--- config.mk ---
export PLATFORM = sky130hd
export DESIGN_NAME = lock_sequencer_flat
export DESIGN_NICKNAME = d
export VERILOG_FILES = /design/src/rtl/lock_sequencer_if.sv /design/src/rtl/lock_sequencer.sv /design/src/flat_wrapper.sv
export SDC_FILE = /design/constraint.sdc
export NUM_CORES = 1
export LEC_CHECK = 0
export BUFFER_PORTS_ARGS = -buffer_cell sky130_fd_sc_hd__buf_2
export CAP_MARGIN = 10
export CORE_MARGIN = 10
export CORE_UTILIZATION = 30
export CTS_CLUSTER_DIAMETER = 120
export DETAILED_ROUTE_END_ITERATION = 8
export PLACE_DENSITY_LB_ADDON = 0.05
export SYNTH_ARGS = -nofsm -noshare
export SYNTH_HDL_FRONTEND = slang
export SYNTH_SLANG_ARGS = --single-unit
export TNS_END_PERCENT = 50
--- constraint.sdc ---
create_clock -name clk -period 5.65 [get_ports clk]
set_input_delay 1.13 -clock clk [delete_from_list [all_inputs] [get_ports clk]]
set_output_delay 1.13 -clock clk [all_outputs]
set_load 0.01 [all_outputs]
--- src/rtl/lock_sequencer_if.sv ---
// Keypad-lock bus: keypad scanner input plus display, LED, buzzer and try-count outputs.
//
// key_value / key_ready follow level-valid semantics: key_ready is high for as long as a key
// is held and key_value is stable while it is high. There is no ready back-pressure. The
// consumer reacts only to the rising edge of key_ready, so a held key is one event.
//
// Signals
//   key_value   [4:0]  key code (0-9 digit, 10 CLEAR, 11 ENTER, 12 CHANGE, others ignored)
//   key_ready          key held / key_value valid
//   seg_d1..4   [3:0]  BCD display digits, 4'hF = blank, d1 = first entered digit
//   led_open           unlocked
//   led_error          wrong code indication
//   led_lock           lockout
//   mode_change        code-change mode
//   bee_req            buzzer request (level)
//   try_cnt     [1:0]  consecutive failed attempts
//
// Modports
//   master : keypad/test side, drives keys and observes outputs
//   slave  : lock_sequencer side
interface lock_sequencer_if;
    logic [4:0] key_value;
    logic       key_ready;
    logic [3:0] seg_d1;
    logic [3:0] seg_d2;
    logic [3:0] seg_d3;
    logic [3:0] seg_d4;
    logic       led_open;
    logic       led_error;
    logic       led_lock;
    logic       mode_change;
    logic       bee_req;
    logic [1:0] try_cnt;

    modport master (
        output key_value, key_ready,
        input  seg_d1, seg_d2, seg_d3, seg_d4,
        input  led_open, led_error, led_lock, mode_change, bee_req, try_cnt
    );

    modport slave (
        input  key_value, key_ready,
        output seg_d1, seg_d2, seg_d3, seg_d4,
        output led_open, led_error, led_lock, mode_change, bee_req, try_cnt
    );
endinterface

--- src/rtl/lock_sequencer.sv ---
// Central controller for the keypad password lock. Turns debounced key codes into a
// 4-digit entry buffer, compares against the stored code, and sequences unlock, code
// change, failure indication and lockout. Drives the display digits, status LEDs and a
// buzzer request.
//
// Ports
//   clk        system clock
//   rst        synchronous reset, active high
//   bus        lock_sequencer_if.slave: key input, display/LED/buzzer/try-count outputs
//   state_dbg  current FSM state (0 ENTRY, 1 OPEN, 2 FAIL, 3 LOCKOUT, 4 SET)
module lock_sequencer #(
    parameter logic [15:0] DEFAULT_CODE = 16'h1234,
    parameter logic [1:0]  MAX_TRIES    = 2'd3,
    parameter logic [31:0] OPEN_CYCLES  = 32'd250000000,
    parameter logic [31:0] FAIL_CYCLES  = 32'd50000000,
    parameter logic [31:0] LOCK_CYCLES  = 32'd500000000,
    parameter logic [31:0] BEEP_CYCLES  = 32'd2500000
) (
    input  logic             clk,
    input  logic             rst,
    lock_sequencer_if.slave  bus,
    output logic [2:0]       state_dbg
);

    typedef enum logic [2:0] {
        ST_ENTRY   = 3'd0,
        ST_OPEN    = 3'd1,
        ST_FAIL    = 3'd2,
        ST_LOCKOUT = 3'd3,
        ST_SET     = 3'd4
    } state_t;

    localparam logic [4:0] KEY_CLEAR  = 5'd10;
    localparam logic [4:0] KEY_ENTER  = 5'd11;
    localparam logic [4:0] KEY_CHANGE = 5'd12;

    // Registered state
    state_t      state_q;
    logic [15:0] code_q;
    logic [3:0]  digit_q [0:3];
    logic [2:0]  count_q;
    logic [31:0] timer_q;
    logic [31:0] beep_q;
    logic [1:0]  try_q;
    logic        kr_d;
    logic        open_q;
    logic        error_q;
    logic        lock_q;
    logic        mode_q;
    logic        bee_q;

    // Next-state values
    state_t      state_n;
    logic [15:0] code_n;
    logic [3:0]  digit_n [0:3];
    logic [2:0]  count_n;
    logic [31:0] timer_n;
    logic [31:0] beep_n;
    logic [1:0]  try_n;
    logic        accept;
    logic        key_event;
    logic        expire;
    logic        is_digit;
    logic        buf_full;
    logic [15:0] buf_code;

    always_comb begin
        key_event = bus.key_ready & ~kr_d;
        is_digit  = (bus.key_value <= 5'd9);
        buf_full  = (count_q == 3'd4);
        buf_code  = {digit_q[0], digit_q[1], digit_q[2], digit_q[3]};
        // Only OPEN, FAIL and LOCKOUT ever load the timer, so a value of 1 is always
        // the last cycle of a timed state.
        expire    = (timer_q == 32'd1);

        state_n = state_q;
        code_n  = code_q;
        for (int i = 0; i < 4; i++) digit_n[i] = digit_q[i];
        count_n = count_q;
        try_n   = try_q;
        timer_n = (timer_q != 32'd0) ? timer_q - 32'd1 : 32'd0;
        beep_n  = (beep_q != 32'd0) ? beep_q - 32'd1 : 32'd0;
        accept  = 1'b0;

        // Expiry has priority: a key arriving on the expiry cycle is dropped.
        if (expire) begin
            case (state_q)
                ST_OPEN: state_n = ST_ENTRY;
                ST_FAIL: state_n = (try_q == MAX_TRIES) ? ST_LOCKOUT : ST_ENTRY;
                ST_LOCKOUT: begin
                    state_n = ST_ENTRY;
                    try_n   = 2'd0;
                end
                default: ;
            endcase
        end else if (key_event) begin
            case (state_q)
                ST_ENTRY, ST_SET: begin
                    if (is_digit) begin
                        if (!buf_full) begin
                            digit_n[count_q[1:0]] = bus.key_value[3:0];
                            count_n = count_q + 3'd1;
                            accept  = 1'b1;
                        end
                    end else if (bus.key_value == KEY_CLEAR) begin
                        for (int i = 0; i < 4; i++) digit_n[i] = 4'hF;
                        count_n = 3'd0;
                        accept  = 1'b1;
                    end else if (bus.key_value == KEY_ENTER) begin
                        if (state_q == ST_ENTRY) begin
                            // A short entry counts as a wrong code.
                            accept = 1'b1;
                            if (buf_full && (buf_code == code_q)) begin
                                state_n = ST_OPEN;
                                try_n   = 2'd0;
                            end else begin
                                state_n = ST_FAIL;
                                if (try_q < MAX_TRIES) try_n = try_q + 2'd1;
                            end
                        end else if (buf_full) begin
                            code_n  = buf_code;
                            state_n = ST_ENTRY;
                            accept  = 1'b1;
                        end
                    end else if ((bus.key_value == KEY_CHANGE) && (state_q == ST_SET)) begin
                        state_n = ST_ENTRY;
                        accept  = 1'b1;
                    end
                end
                ST_OPEN: begin
                    if (bus.key_value == KEY_CLEAR) begin
                        state_n = ST_ENTRY;
                        accept  = 1'b1;
                    end else if (bus.key_value == KEY_CHANGE) begin
                        state_n = ST_SET;
                        accept  = 1'b1;
                    end
                end
                default: ;
            endcase
        end

        if (accept) beep_n = BEEP_CYCLES;

        // Every state change starts with an empty buffer and a freshly loaded timer.
        if (state_n != state_q) begin
            for (int i = 0; i < 4; i++) digit_n[i] = 4'hF;
            count_n = 3'd0;
            case (state_n)
                ST_OPEN:    timer_n = OPEN_CYCLES;
                ST_FAIL:    timer_n = FAIL_CYCLES;
                ST_LOCKOUT: timer_n = LOCK_CYCLES;
                default:    timer_n = 32'd0;
            endcase
        end
    end

    always_ff @(posedge clk) begin
        if (rst) begin
            state_q <= ST_ENTRY;
            code_q  <= DEFAULT_CODE;
            for (int i = 0; i < 4; i++) digit_q[i] <= 4'hF;
            count_q <= 3'd0;
            timer_q <= 32'd0;
            beep_q  <= 32'd0;
            try_q   <= 2'd0;
            kr_d    <= 1'b0;
            open_q  <= 1'b0;
            error_q <= 1'b0;
            lock_q  <= 1'b0;
            mode_q  <= 1'b0;
            bee_q   <= 1'b0;
        end else begin
            state_q <= state_n;
            code_q  <= code_n;
            for (int i = 0; i < 4; i++) digit_q[i] <= digit_n[i];
            count_q <= count_n;
            timer_q <= timer_n;
            beep_q  <= beep_n;
            try_q   <= try_n;
            kr_d    <= bus.key_ready;
            // Outputs are registered from the next state so they line up with state_q.
            open_q  <= (state_n == ST_OPEN);
            error_q <= (state_n == ST_FAIL);
            lock_q  <= (state_n == ST_LOCKOUT);
            mode_q  <= (state_n == ST_SET);
            bee_q   <= (beep_n != 32'd0) || (state_n == ST_FAIL) || (state_n == ST_LOCKOUT);
        end
    end

    assign bus.seg_d1      = digit_q[0];
    assign bus.seg_d2      = digit_q[1];
    assign bus.seg_d3      = digit_q[2];
    assign bus.seg_d4      = digit_q[3];
    assign bus.led_open    = open_q;
    assign bus.led_error   = error_q;
    assign bus.led_lock    = lock_q;
    assign bus.mode_change = mode_q;
    assign bus.bee_req     = bee_q;
    assign bus.try_cnt     = try_q;
    assign state_dbg       = state_q;

endmodule

--- src/flat_wrapper.sv ---
// flat-port wrapper written by rule: the top's interface ports become plain ports
module lock_sequencer_flat 
#(
    parameter logic [15:0] DEFAULT_CODE = 16'h1234,
    parameter logic [1:0]  MAX_TRIES    = 2'd3,
    parameter logic [31:0] OPEN_CYCLES  = 32'd250000000,
    parameter logic [31:0] FAIL_CYCLES  = 32'd50000000,
    parameter logic [31:0] LOCK_CYCLES  = 32'd500000000,
    parameter logic [31:0] BEEP_CYCLES  = 32'd2500000
)
  (clk, rst, state_dbg, bus_key_value, bus_key_ready, bus_seg_d1, bus_seg_d2, bus_seg_d3, bus_seg_d4, bus_led_open, bus_led_error, bus_led_lock, bus_mode_change, bus_bee_req, bus_try_cnt);
  lock_sequencer_if bus_i ();
  input  logic clk;
  input  logic rst;
  output logic [2:0] state_dbg;
  input wire logic [$bits(bus_i.key_value)-1:0] bus_key_value;
  input wire logic [$bits(bus_i.key_ready)-1:0] bus_key_ready;
  output wire logic [$bits(bus_i.seg_d1)-1:0] bus_seg_d1;
  output wire logic [$bits(bus_i.seg_d2)-1:0] bus_seg_d2;
  output wire logic [$bits(bus_i.seg_d3)-1:0] bus_seg_d3;
  output wire logic [$bits(bus_i.seg_d4)-1:0] bus_seg_d4;
  output wire logic [$bits(bus_i.led_open)-1:0] bus_led_open;
  output wire logic [$bits(bus_i.led_error)-1:0] bus_led_error;
  output wire logic [$bits(bus_i.led_lock)-1:0] bus_led_lock;
  output wire logic [$bits(bus_i.mode_change)-1:0] bus_mode_change;
  output wire logic [$bits(bus_i.bee_req)-1:0] bus_bee_req;
  output wire logic [$bits(bus_i.try_cnt)-1:0] bus_try_cnt;
  assign bus_i.key_value = bus_key_value;
  assign bus_i.key_ready = bus_key_ready;
  assign bus_seg_d1 = bus_i.seg_d1;
  assign bus_seg_d2 = bus_i.seg_d2;
  assign bus_seg_d3 = bus_i.seg_d3;
  assign bus_seg_d4 = bus_i.seg_d4;
  assign bus_led_open = bus_i.led_open;
  assign bus_led_error = bus_i.led_error;
  assign bus_led_lock = bus_i.led_lock;
  assign bus_mode_change = bus_i.mode_change;
  assign bus_bee_req = bus_i.bee_req;
  assign bus_try_cnt = bus_i.try_cnt;
  lock_sequencer #(.DEFAULT_CODE(DEFAULT_CODE), .MAX_TRIES(MAX_TRIES), .OPEN_CYCLES(OPEN_CYCLES), .FAIL_CYCLES(FAIL_CYCLES), .LOCK_CYCLES(LOCK_CYCLES), .BEEP_CYCLES(BEEP_CYCLES)) u_core (.clk(clk), .rst(rst), .bus(bus_i), .state_dbg(state_dbg));
endmodule
==> metrics.log, run 1 <==
INFO  metric worst_r2r_path_depth = 7
INFO  metric yosys_warnings = 0
INFO  metric crit_path_start_kind = primary input
INFO  metric grt_pass1_vias = 4544
INFO  metric dieArea = 24570 um2
INFO  metric synthXorXnorAreaFrac = 0.1109
INFO  metric post_synth_fa_ha_maj_area_fraction = 0.02008
INFO  metric clockBufferDepth = 2
INFO  metric largest_family_of_logic_cells_by_synthesized_area = simple AND/OR/NAND/NOR gates
INFO  metric finalHoldViolations = 0
INFO  metric yosysSeqAreaShare = 0.3926
INFO  metric period_share = 0.6412
INFO  metric post-place-cells = 885
INFO  metric netlist.top_cell.by_area = sky130_fd_sc_hd__dfxtp_1
INFO  metric worst_skew_pair.late_latency = 360 ps
INFO  metric most_common_cell_in_the_netlist = sky130_fd_sc_hd__dfxtp_1
INFO  metric slew-limit-headroom = 0.2924
INFO  metric dp_hpwl = 10790 um
INFO  metric yosysUniqueCellTypes = 63
INFO  metric grt_max_degree = 41
INFO  metric cts_buffers = 9
INFO  metric period_needed = 3623 ps
INFO  metric clock_tree_from_tritoncts = done
INFO  metric cts.sinks = 110
INFO  metric synth-edff-count = 0
INFO  metric critPathKind = primary input to flip-flop
INFO  metric diodes = 0
INFO  metric cts-root-buf = sky130_fd_sc_hd__clkbuf_16
INFO  metric finish.net_count = 684
INFO  metric worst_ep_arrival_time = 3820 ps
INFO  metric design.portCount = 34
INFO  metric ir_worst_vdd = 0.0001813 V
INFO  metric power_leakage = 0.002178 uW
INFO  metric dieWidth = 156.7 um
INFO  metric final_layout_size_suffix_gt1_frac = 0.1101
INFO  metric grt-ovfl-total = 0
INFO  metric yosys-mux-area-fraction = 0.04684
INFO  metric post_synthesis_instance_total = 650
INFO  metric crit_path_max_fanout = 31
INFO  metric cts.clk_slew.worst_paths = 80 ps
INFO  metric maxCapViolations = 0
INFO  metric die_y_extent = 156.7 um
INFO  metric hold_slack = 483.9 ps
INFO  metric ctsHtreeMaxLevel = 3
INFO  metric first_pass_grt_wire_length = 24880 um
INFO  metric antenna_violations_before_repair = 0
INFO  metric ys_async_sr_fraction = 0
INFO  metric setup_repair_after_global_routing_missed_its_margin = no
INFO  metric syn_to_final_growth = 11.22%
INFO  metric slew_viol_final = 0
INFO  metric synth_compound_area_frac = 0.1298
INFO  metric synthSimpleGateAreaFrac = 0.2654
INFO  metric rows = 49
INFO  metric postCtsHoldBufs = 0
INFO  metric post_layout_nonfiller_instances = 901
INFO  metric timing.critical_path.to_type = flip-flop
INFO  metric drt_iter0_markers = 251
INFO  metric floorplan.initialDensity = 0.3091
INFO  metric detailroute.via_count = 4659
INFO  metric globalplace.congestion = 0.8142
INFO  metric netlist.area_leader.share = 0.3926
INFO  metric synth.cell_area = 5609 um2
INFO  metric detail_route.drc_violations = 0
INFO  metric portBuffers = 33
INFO  metric synth_ff_type = sky130_fd_sc_hd__dfxtp_1
INFO  metric worstMarginPinSlew = 1052 ps
INFO  metric cts_resized = 0
INFO  metric summed_negative_setup_slack_over_all_endpoints = 0 ps
INFO  metric timing.fmax = 276.0 MHz
INFO  metric power_density = 528.5 nW/um2
INFO  metric avgSynthCellArea = 8.629 um2
INFO  metric core_area = 18150 um2
INFO  metric netlist_top_cells_area = sky130_fd_sc_hd__dfxtp_1 39%, sky130_fd_sc_hd__xnor2_1 6.2%, sky130_fd_sc_hd__nor2_1 5.4%, sky130_fd_sc_hd__xor2_1 4.8%, sky130_fd_sc_hd__mux2i_1 4.3%
INFO  metric postSynthNetCount = 667
INFO  metric drt-total-wl = 15080 um
INFO  metric synth.cells.most_frequent = 110 x sky130_fd_sc_hd__dfxtp_1, 81 x sky130_fd_sc_hd__nor2_1, 57 x sky130_fd_sc_hd__nand2_1
INFO  metric run_status = complete, no violations
INFO  metric postRouteAntennaNets = 0
INFO  metric ys_ff_latch = 110
INFO  metric post_cts_buffers = 0
INFO  metric fin_skew = 10.20 ps
INFO  metric whs_path_cells = 1
INFO  metric globalRouteTotalUtil = 0.1273
INFO  metric fillerInstances = 1938
INFO  metric detail_route.wl_per_cell = 16.73 um
INFO  metric hold_path_class = flip-flop to flip-flop
INFO  metric worst_ep_required_time = 5850 ps
INFO  metric routed_via_density = 5.171
INFO  metric timing.final.setup_violations = 0
INFO  metric firstDrtPassIters = 4
==> layout by cell type (no fill, tap or decap), drive strengths merged, types with 5 or more instances in the layout <==
| master | Yosys | routed |
|---|---|---|
| nand3 | 11 | 11 |
| xnor2 | 40 | 40 |
| xor2 | 31 | 31 |
| mux2i | 24 | 24 |
| a211o | 7 | 7 |
| ha | 9 | 9 |
| nor3 | 29 | 29 |
| o21a | 7 | 7 |
| or3 | 11 | 11 |
| a31oi | 5 | 5 |
| nor2 | 81 | 81 |
| nand2 | 57 | 57 |
| nand4 | 7 | 7 |
| nand4b | 5 | 5 |
| or4 | 6 | 6 |
| buf | 7 | 36 |
| or2 | 6 | 6 |
| o211ai | 10 | 10 |
| a21oi | 22 | 22 |
| nand2b | 8 | 8 |
| dfxtp | 110 | 110 |
| inv | 12 | 16 |
| o21ai | 29 | 29 |
| nand3b | 5 | 5 |
| nor2b | 10 | 10 |
| nor4 | 28 | 28 |
| clkbuf | 23 | 9 |
==> cell families after synthesis <==
family,Yosys count
flops,110
compound gates,108
simple gates,284
fa+ha+maj,9
xor+xnor,71
buf+inv,42
mux,26
==> report_power, final <==
part	leakage [uW]	total, uW	internal, uW	switching, uW
logic	0.00114	1470	622	851
clock network	0.000146	647	313	333
registers	0.000896	1180	968	209
total	0.00218	3300	1900	1390
==> final timing paths <==
check / endpoint / start / slack [ps]
max: u_core.timer_q[27]$_SDFF_PP0_ / bus_key_value[3] / 2030
min: u_core.timer_q[0]$_SDFF_PP0_ / u_core.timer_q[0]$_SDFF_PP0_ / 480
max reg2reg: u_core.timer_q[17]$_SDFF_PP0_ / u_core.timer_q[6]$_SDFF_PP0_ / 2030
min reg2reg: u_core.timer_q[0]$_SDFF_PP0_ / u_core.timer_q[0]$_SDFF_PP0_ / 480
==> flip-flops by register name (all words and copies together) (netlist names) <==
name                    count
u_core.bus.try_cnt          2
u_core.count_q              3
u_core.code_q              16
u_core.state_dbg            3
u_core.timer_q             32
u_core.beep_q              32
u_core.bus.led_open         1
u_core.bus.bee_req          1
u_core.digit_q             16
u_core.bus.led_error        1
u_core.bus.led_lock         1
u_core.kr_d                 1
u_core.bus.mode_change      1
==> per-layer routing <==
metal  share of wire  GRT usage
met4           0.012    0.03865
met5               0          0
met2            0.44     0.1961
met1            0.51     0.1741
met3           0.038    0.02659
==> cell type report <==
| class | instances | area, um2 | area share |
|---|---|---|---|
| Timing Repair Buffer | 36 | 187.7 | 0.03008 |
| Multi-Input combinational cell | 498 | 3221 | 0.5162 |
| Tap cell | 229 | 286.5 | 0.04593 |
| Clock inverter | 7 | 71.32 | 0.01143 |
| Sequential cell | 110 | 2202 | 0.3530 |
| Clock buffer | 9 | 225.2 | 0.03610 |
| Inverter | 12 | 45.04 | 0.007220 |
==> worst max-delay path: stages <==
cell and delay (ps):
sky130_fd_sc_hd__buf_2 170, sky130_fd_sc_hd__nor4bb_1 650, sky130_fd_sc_hd__and4_1 390, sky130_fd_sc_hd__o31a_1 240, sky130_fd_sc_hd__a311oi_2 60, sky130_fd_sc_hd__nand3_2 170
sky130_fd_sc_hd__a211o_1 800, sky130_fd_sc_hd__o21ai_0 220
==> through the flow <==
| step | setup slack, ps | power (uW) | util | area (um2) |
|---|---|---|---|---|
| global route | 1616 | 3583 | 0.3438 | 6238 |
| finish | 2027 | 3297 | 0.3438 | 6238 |
| global placement | 1756 | 2673 | 0.3274 | 5942 |
| floorplan | 2355 | 2353 | - | 5609 |
| CTS | 2049 | 3333 | 0.3438 | 6238 |
| detailed placement | 1695 | 2662 | 0.3274 | 5942 |
No activity file was read; power rests on OpenSTA's default activity.
==> run 2: changes to the inputs <==
- clock period: 5.65 -> 3.6 ns (I/O delays scaled with it)
==> metrics.log, run 2 (synthesis gave the netlist of run 1 again) <==
INFO  metric fin_skew = 9.839 ps
INFO  metric hold_path_class = flip-flop to flip-flop
INFO  metric ctsHtreeMaxLevel = 3
INFO  metric grt_pass1_vias = 4677
INFO  metric post_cts_buffers = 0
INFO  metric finalHoldViolations = 0
INFO  metric first_pass_grt_wire_length = 25470 um
INFO  metric power_leakage = 0.002226 uW
INFO  metric maxCapViolations = 0
INFO  metric detail_route.drc_violations = 0
INFO  metric die_y_extent = 156.7 um
INFO  metric detail_route.wl_per_cell = 16.87 um
INFO  metric drt_iter0_markers = 234
INFO  metric firstDrtPassIters = 8
INFO  metric commonest_cells_after_routing_fill_and_taps_aside = 110 x sky130_fd_sc_hd__dfxtp_1, 81 x sky130_fd_sc_hd__nor2_1, 57 x sky130_fd_sc_hd__nand2_1
INFO  metric globalplace.congestion = 0.8158
INFO  metric period_share = 0.9061
INFO  metric finish.net_count = 695
INFO  metric setup_repair_after_global_routing_missed_its_margin = no
INFO  metric clock_tree_from_tritoncts = done
INFO  metric antenna_violations_before_repair = 0
INFO  metric cts_buffers = 9
INFO  metric core_area = 18150 um2
INFO  metric grt_max_degree = 32
INFO  metric postRouteAntennaNets = 0
INFO  metric worst_skew_pair.late_latency = 360 ps
INFO  metric design.portCount = 34
INFO  metric slew-limit-headroom = 0.4912
INFO  metric worstMarginPinSlew = 757.3 ps
INFO  metric timing.final.setup_violations = 0
INFO  metric dieArea = 24570 um2
INFO  metric routed_via_density = 5.134
INFO  metric cts.sinks = 110
INFO  metric run_status = complete, no violations
INFO  metric biggestRegsByFlops = u_core.beep_q (32), u_core.timer_q (32)
INFO  metric finish.instance_area = 6315 um2
INFO  metric dieWidth = 156.7 um
INFO  metric globalRouteTotalUtil = 0.1291
INFO  metric timing.fmax = 306.6 MHz
INFO  metric cts_resized = 0
INFO  metric dp_hpwl = 11130 um
INFO  metric worst_ep_arrival_time = 3490 ps
INFO  metric crit_path_max_fanout = 7
INFO  metric placedInstanceArea = 6025 um2
INFO  metric rows = 49
INFO  metric diodes = 0
INFO  metric detailroute.via_count = 4682
INFO  metric grt-ovfl-total = 0
INFO  metric final_layout_size_suffix_gt1_frac = 0.1245
INFO  metric period_needed = 3262 ps
INFO  metric most_common_cell_after_layout_fill_and_taps_aside = sky130_fd_sc_hd__dfxtp_1
INFO  metric cts-root-buf = sky130_fd_sc_hd__clkbuf_16
INFO  metric floorplan.initialDensity = 0.3091
INFO  metric ir_worst_vdd = 0.0002696 V
INFO  metric power_density = 838.9 nW/um2
INFO  metric worst_ep_required_time = 3830 ps
INFO  metric cts.clk_slew.worst_paths = 80 ps
INFO  metric syn_to_final_growth = 12.58%
INFO  metric summed_negative_setup_slack_over_all_endpoints = 0 ps
INFO  metric postCtsHoldBufs = 0
INFO  metric critPathKind = flip-flop to flip-flop
INFO  metric clockBufferDepth = 2
INFO  metric portBuffers = 33
INFO  metric crit_path_start_kind = flip-flop
INFO  metric timing.critical_path.to_type = flip-flop
INFO  metric slew_viol_final = 0
INFO  metric drt-total-wl = 15380 um
run 2: report_power, final:
| group | leakage (uW) | internal [uW] | switching (uW) | total (uW) |
|---|---|---|---|---|
| Sequential | 0.000896 | 1520 | 334 | 1850 |
| Clock | 0.000140 | 489 | 529 | 1020 |
| Combinational | 0.00119 | 1050 | 1380 | 2430 |
| Total | 0.00223 | 3060 | 2240 | 5300 |
run 2: area by class of cell:
cell class,instances,area [um2]
flip-flops and latches,110,2202
clock inverters,7,65.06
inverters,12,45.04
repair buffers,47,270.3
well taps,229,286.5
clock buffers,9,225.2
multi-input cells,498,3221
fillers,1929,11830
run 2: worst max-delay path, stage by stage, from the launching register on:
cell	delay (ps)
sky130_fd_sc_hd__dfxtp_1	350
sky130_fd_sc_hd__nor4_1	510
sky130_fd_sc_hd__nand4b_1	460
sky130_fd_sc_hd__or3_1	590
sky130_fd_sc_hd__mux2_2	290
sky130_fd_sc_hd__a21boi_0	480
sky130_fd_sc_hd__nand4b_1	320
sky130_fd_sc_hd__o21ai_0	130
run 2: worst paths after layout:
| path | start | end | slack (ps) | cells after the start |
|---|---|---|---|---|
| min reg2reg | u_core.timer_q[0]$_SDFF_PP0_ | u_core.timer_q[0]$_SDFF_PP0_ | 490 | 1 |
| min | u_core.timer_q[0]$_SDFF_PP0_ | u_core.timer_q[0]$_SDFF_PP0_ | 490 | 1 |
| max | u_core.timer_q[14]$_SDFF_PP0_ | u_core.timer_q[28]$_SDFF_PP0_ | 340 | 7 |
| max reg2reg | u_core.timer_q[14]$_SDFF_PP0_ | u_core.timer_q[28]$_SDFF_PP0_ | 340 | 7 |
run 2: stage by stage:
| step | cells | power (uW) | utilization | setup WS, ps | hold slack [ps] |
|---|---|---|---|---|---|
| finish | 912 | 5297 | 0.3480 | 338.2 | 493.4 |
| global route | 912 | 5762 | 0.3480 | 127.0 | 505.7 |
| CTS | 912 | 5337 | 0.3480 | 430.0 | 493.1 |
| detailed placement | 896 | 4285 | 0.3320 | 463.1 | 474.0 |
| global placement | 896 | 4268 | 0.3320 | 418.0 | 472.1 |
| floorplan | 650 | 3693 | - | 715.1 | 441.5 |
run 2: layer usage:
| layer | GRT usage | up-vias | wire, um |
|---|---|---|---|
| li1 | - | 2366 | - |
| met1 | 0.1711 | 2226 | 7739 |
| met2 | 0.2056 | 75 | 6938 |
| met3 | 0.02851 | 15 | 536 |
| met4 | 0.03640 | 0 | 168 |
| met5 | 0 | - | 0 |
==> run 3: changes to the inputs <==
- CELL_PAD_IN_SITES_DETAIL_PLACEMENT: not set -> 0
- CELL_PAD_IN_SITES_GLOBAL_PLACEMENT: not set -> 1
==> metrics.log, run 3 (synthesis gave the netlist of run 1 again) <==
INFO  metric first_pass_grt_wire_length = 25550 um
INFO  metric hold_path_class = flip-flop to flip-flop
INFO  metric floorplan.initialDensity = 0.3091
INFO  metric biggestRegsByFlops = u_core.beep_q (32), u_core.timer_q (32)
INFO  metric postCtsHoldBufs = 0
INFO  metric drt-total-wl = 15660 um
INFO  metric drt_iter0_markers = 260
INFO  metric design.portCount = 34
INFO  metric maxCapViolations = 0
INFO  metric dp_hpwl = 11460 um
INFO  metric worst_r2r_path_depth = 7
INFO  metric worst_ep_required_time = 3870 ps
INFO  metric summed_negative_setup_slack_over_all_endpoints = 0 ps
INFO  metric setup_repair_after_global_routing_missed_its_margin = no
INFO  metric run_status = complete, no violations
INFO  metric most_common_cell_after_layout_fill_and_taps_aside = sky130_fd_sc_hd__dfxtp_1
INFO  metric rows = 49
INFO  metric worst_ep_arrival_time = 3520 ps
INFO  metric dieArea = 24570 um2
INFO  metric commonest_cells_after_routing_fill_and_taps_aside = 110 x sky130_fd_sc_hd__dfxtp_1, 81 x sky130_fd_sc_hd__nor2_1, 57 x sky130_fd_sc_hd__nand2_1
INFO  metric clock_tree_from_tritoncts = done
INFO  metric cts_resized = 0
INFO  metric finish.net_count = 699
INFO  metric detail_route.drc_violations = 0
INFO  metric multiInputGateArea = 3221 um2
INFO  metric portBuffers = 33
INFO  metric reg2reg_setup_slack = 350 ps
INFO  metric fin_skew = 11.12 ps
INFO  metric worstMarginPinSlew = 802.9 ps
INFO  metric whs_path_cells = 1
INFO  metric r2r_end = u_core.timer_q[25]$_SDFF_PP0_
INFO  metric crit_path_start_kind = flip-flop
INFO  metric grt_max_degree = 40
INFO  metric cts.clk_slew.worst_paths = 80 ps
INFO  metric postLayoutSetupSlackWorst = 353.8 ps
INFO  metric globalplace.congestion = 0.8043
INFO  metric firstDrtPassIters = 4
INFO  metric power_leakage = 0.002254 uW
INFO  metric postRouteAntennaNets = 0
INFO  metric critPathKind = flip-flop to flip-flop
INFO  metric placement.setup.worst_slack = 418.7 ps
INFO  metric power_density = 834.4 nW/um2
INFO  metric ir_worst_vdd = 0.0003258 V
INFO  metric grt-ovfl-total = 0
INFO  metric slew-limit-headroom = 0.4606
INFO  metric detailroute.via_count = 4695
INFO  metric clockBufferDepth = 2
INFO  metric cts.sinks = 110
INFO  metric ctsHtreeMaxLevel = 3
INFO  metric worst_skew_pair.late_latency = 360 ps
INFO  metric hold_end = u_core.timer_q[0]$_SDFF_PP0_
INFO  metric die_y_extent = 156.7 um
INFO  metric timing.rr.start = u_core.timer_q[10]$_SDFF_PP0_
INFO  metric final_core_util = 0.3507
INFO  metric cts_buffers = 9
INFO  metric critical_path.startpoint = u_core.timer_q[10]$_SDFF_PP0_
INFO  metric post_cts_buffers = 0
INFO  metric final_layout_size_suffix_gt1_frac = 0.1295
INFO  metric timing.critical_path.to_type = flip-flop
INFO  metric crit_path_max_fanout = 7
INFO  metric detail_route.wl_per_cell = 17.09 um
INFO  metric routed_via_density = 5.126
INFO  metric diodes = 0
INFO  metric finalHoldViolations = 0
INFO  metric timing.final.setup_violations = 0
INFO  metric cts-root-buf = sky130_fd_sc_hd__clkbuf_16
INFO  metric timing.hold.worst.start = u_core.timer_q[0]$_SDFF_PP0_
INFO  metric period_share = 0.9017
INFO  metric fillerInstances = 1899
INFO  metric slew_viol_final = 0
INFO  metric period_needed = 3246 ps
INFO  metric dieWidth = 156.7 um
INFO  metric seqCellArea = 2202 um2
INFO  metric report.power.total = 5310 uW
INFO  metric globalRouteTotalUtil = 0.1309
INFO  metric timing.fmax = 308.1 MHz
INFO  metric syn_to_final_growth = 13.45%
INFO  metric grt_pass1_vias = 4648
INFO  metric antenna_violations_before_repair = 0
INFO  metric core_area = 18150 um2
## run 3: cell types whose count changed in the layout (fill, tap and decap cells not counted)
cell / delta
sky130_fd_sc_hd__inv_8: -1
sky130_fd_sc_hd__buf_12: +1
sky130_fd_sc_hd__buf_4: +3
sky130_fd_sc_hd__clkinv_8: +1
sky130_fd_sc_hd__inv_6: +2
sky130_fd_sc_hd__clkinv_4: -1
sky130_fd_sc_hd__clkinvlp_4: -1
## run 3: layer usage
| layer | GRT usage | vias up | part of all wire |
|---|---|---|---|
| li1 | - | 2382 | - |
| met1 | 0.1783 | 2218 | 0.51 |
| met2 | 0.2005 | 81 | 0.44 |
| met3 | 0.03152 | 14 | 0.039 |
| met4 | 0.03730 | 0 | 0.011 |
| met5 | 0 | - | 0 |
## run 3: layout make-up
type | count | share of cell area
multi-input combinational | 498 | 0.5061
sequential | 110 | 0.3460
timing repair buffer | 51 | 0.04915
tap | 229 | 0.04503
clock buffer | 9 | 0.03539
clock inverter | 7 | 0.01121
inverter | 12 | 0.007078
## run 3: critical path, cell delays in order (launching register included)
cell	delay, ps
sky130_fd_sc_hd__dfxtp_1	350
sky130_fd_sc_hd__nor4_2	480
sky130_fd_sc_hd__nand4b_1	370
sky130_fd_sc_hd__or3_1	580
sky130_fd_sc_hd__mux2_2	340
sky130_fd_sc_hd__a2111oi_2	530
sky130_fd_sc_hd__nand3_2	330
sky130_fd_sc_hd__o211ai_1	190
## run 3: how the worst max path moves through the flow
stage	endpoint	slack, ps	cells after the start
6_report	u_core.timer_q[25]$_SDFF_PP0_	350	7
5_1_grt	u_core.timer_q[21]$_SDFF_PP0_	60	7
4_1_cts	u_core.timer_q[25]$_SDFF_PP0_	390	7
3_5_place_dp	u_core.timer_q[12]$_SDFF_PP0_	420	7
3_3_place_gp	u_core.timer_q[25]$_SDFF_PP0_	500	7
2_1_floorplan	u_core.code_q[0]$_SDFFE_PP0P_	720	8
## run 3: report_power, final
group,switching [uW],total (uW),leakage [uW],internal [uW]
clock network,526,1020,0.000146,494
registers,337,1860,0.000896,1520
logic,1370,2430,0.00121,1060
## run 3: metrics by stage
stage	area (um2)	instances	hold slack (ps)
floorplan	5609	650	441.5
global placement	6067	900	467.5
CTS	6364	916	495.6
finish	6364	916	491.0
global route	6364	916	513.3
detailed placement	6067	900	476.8
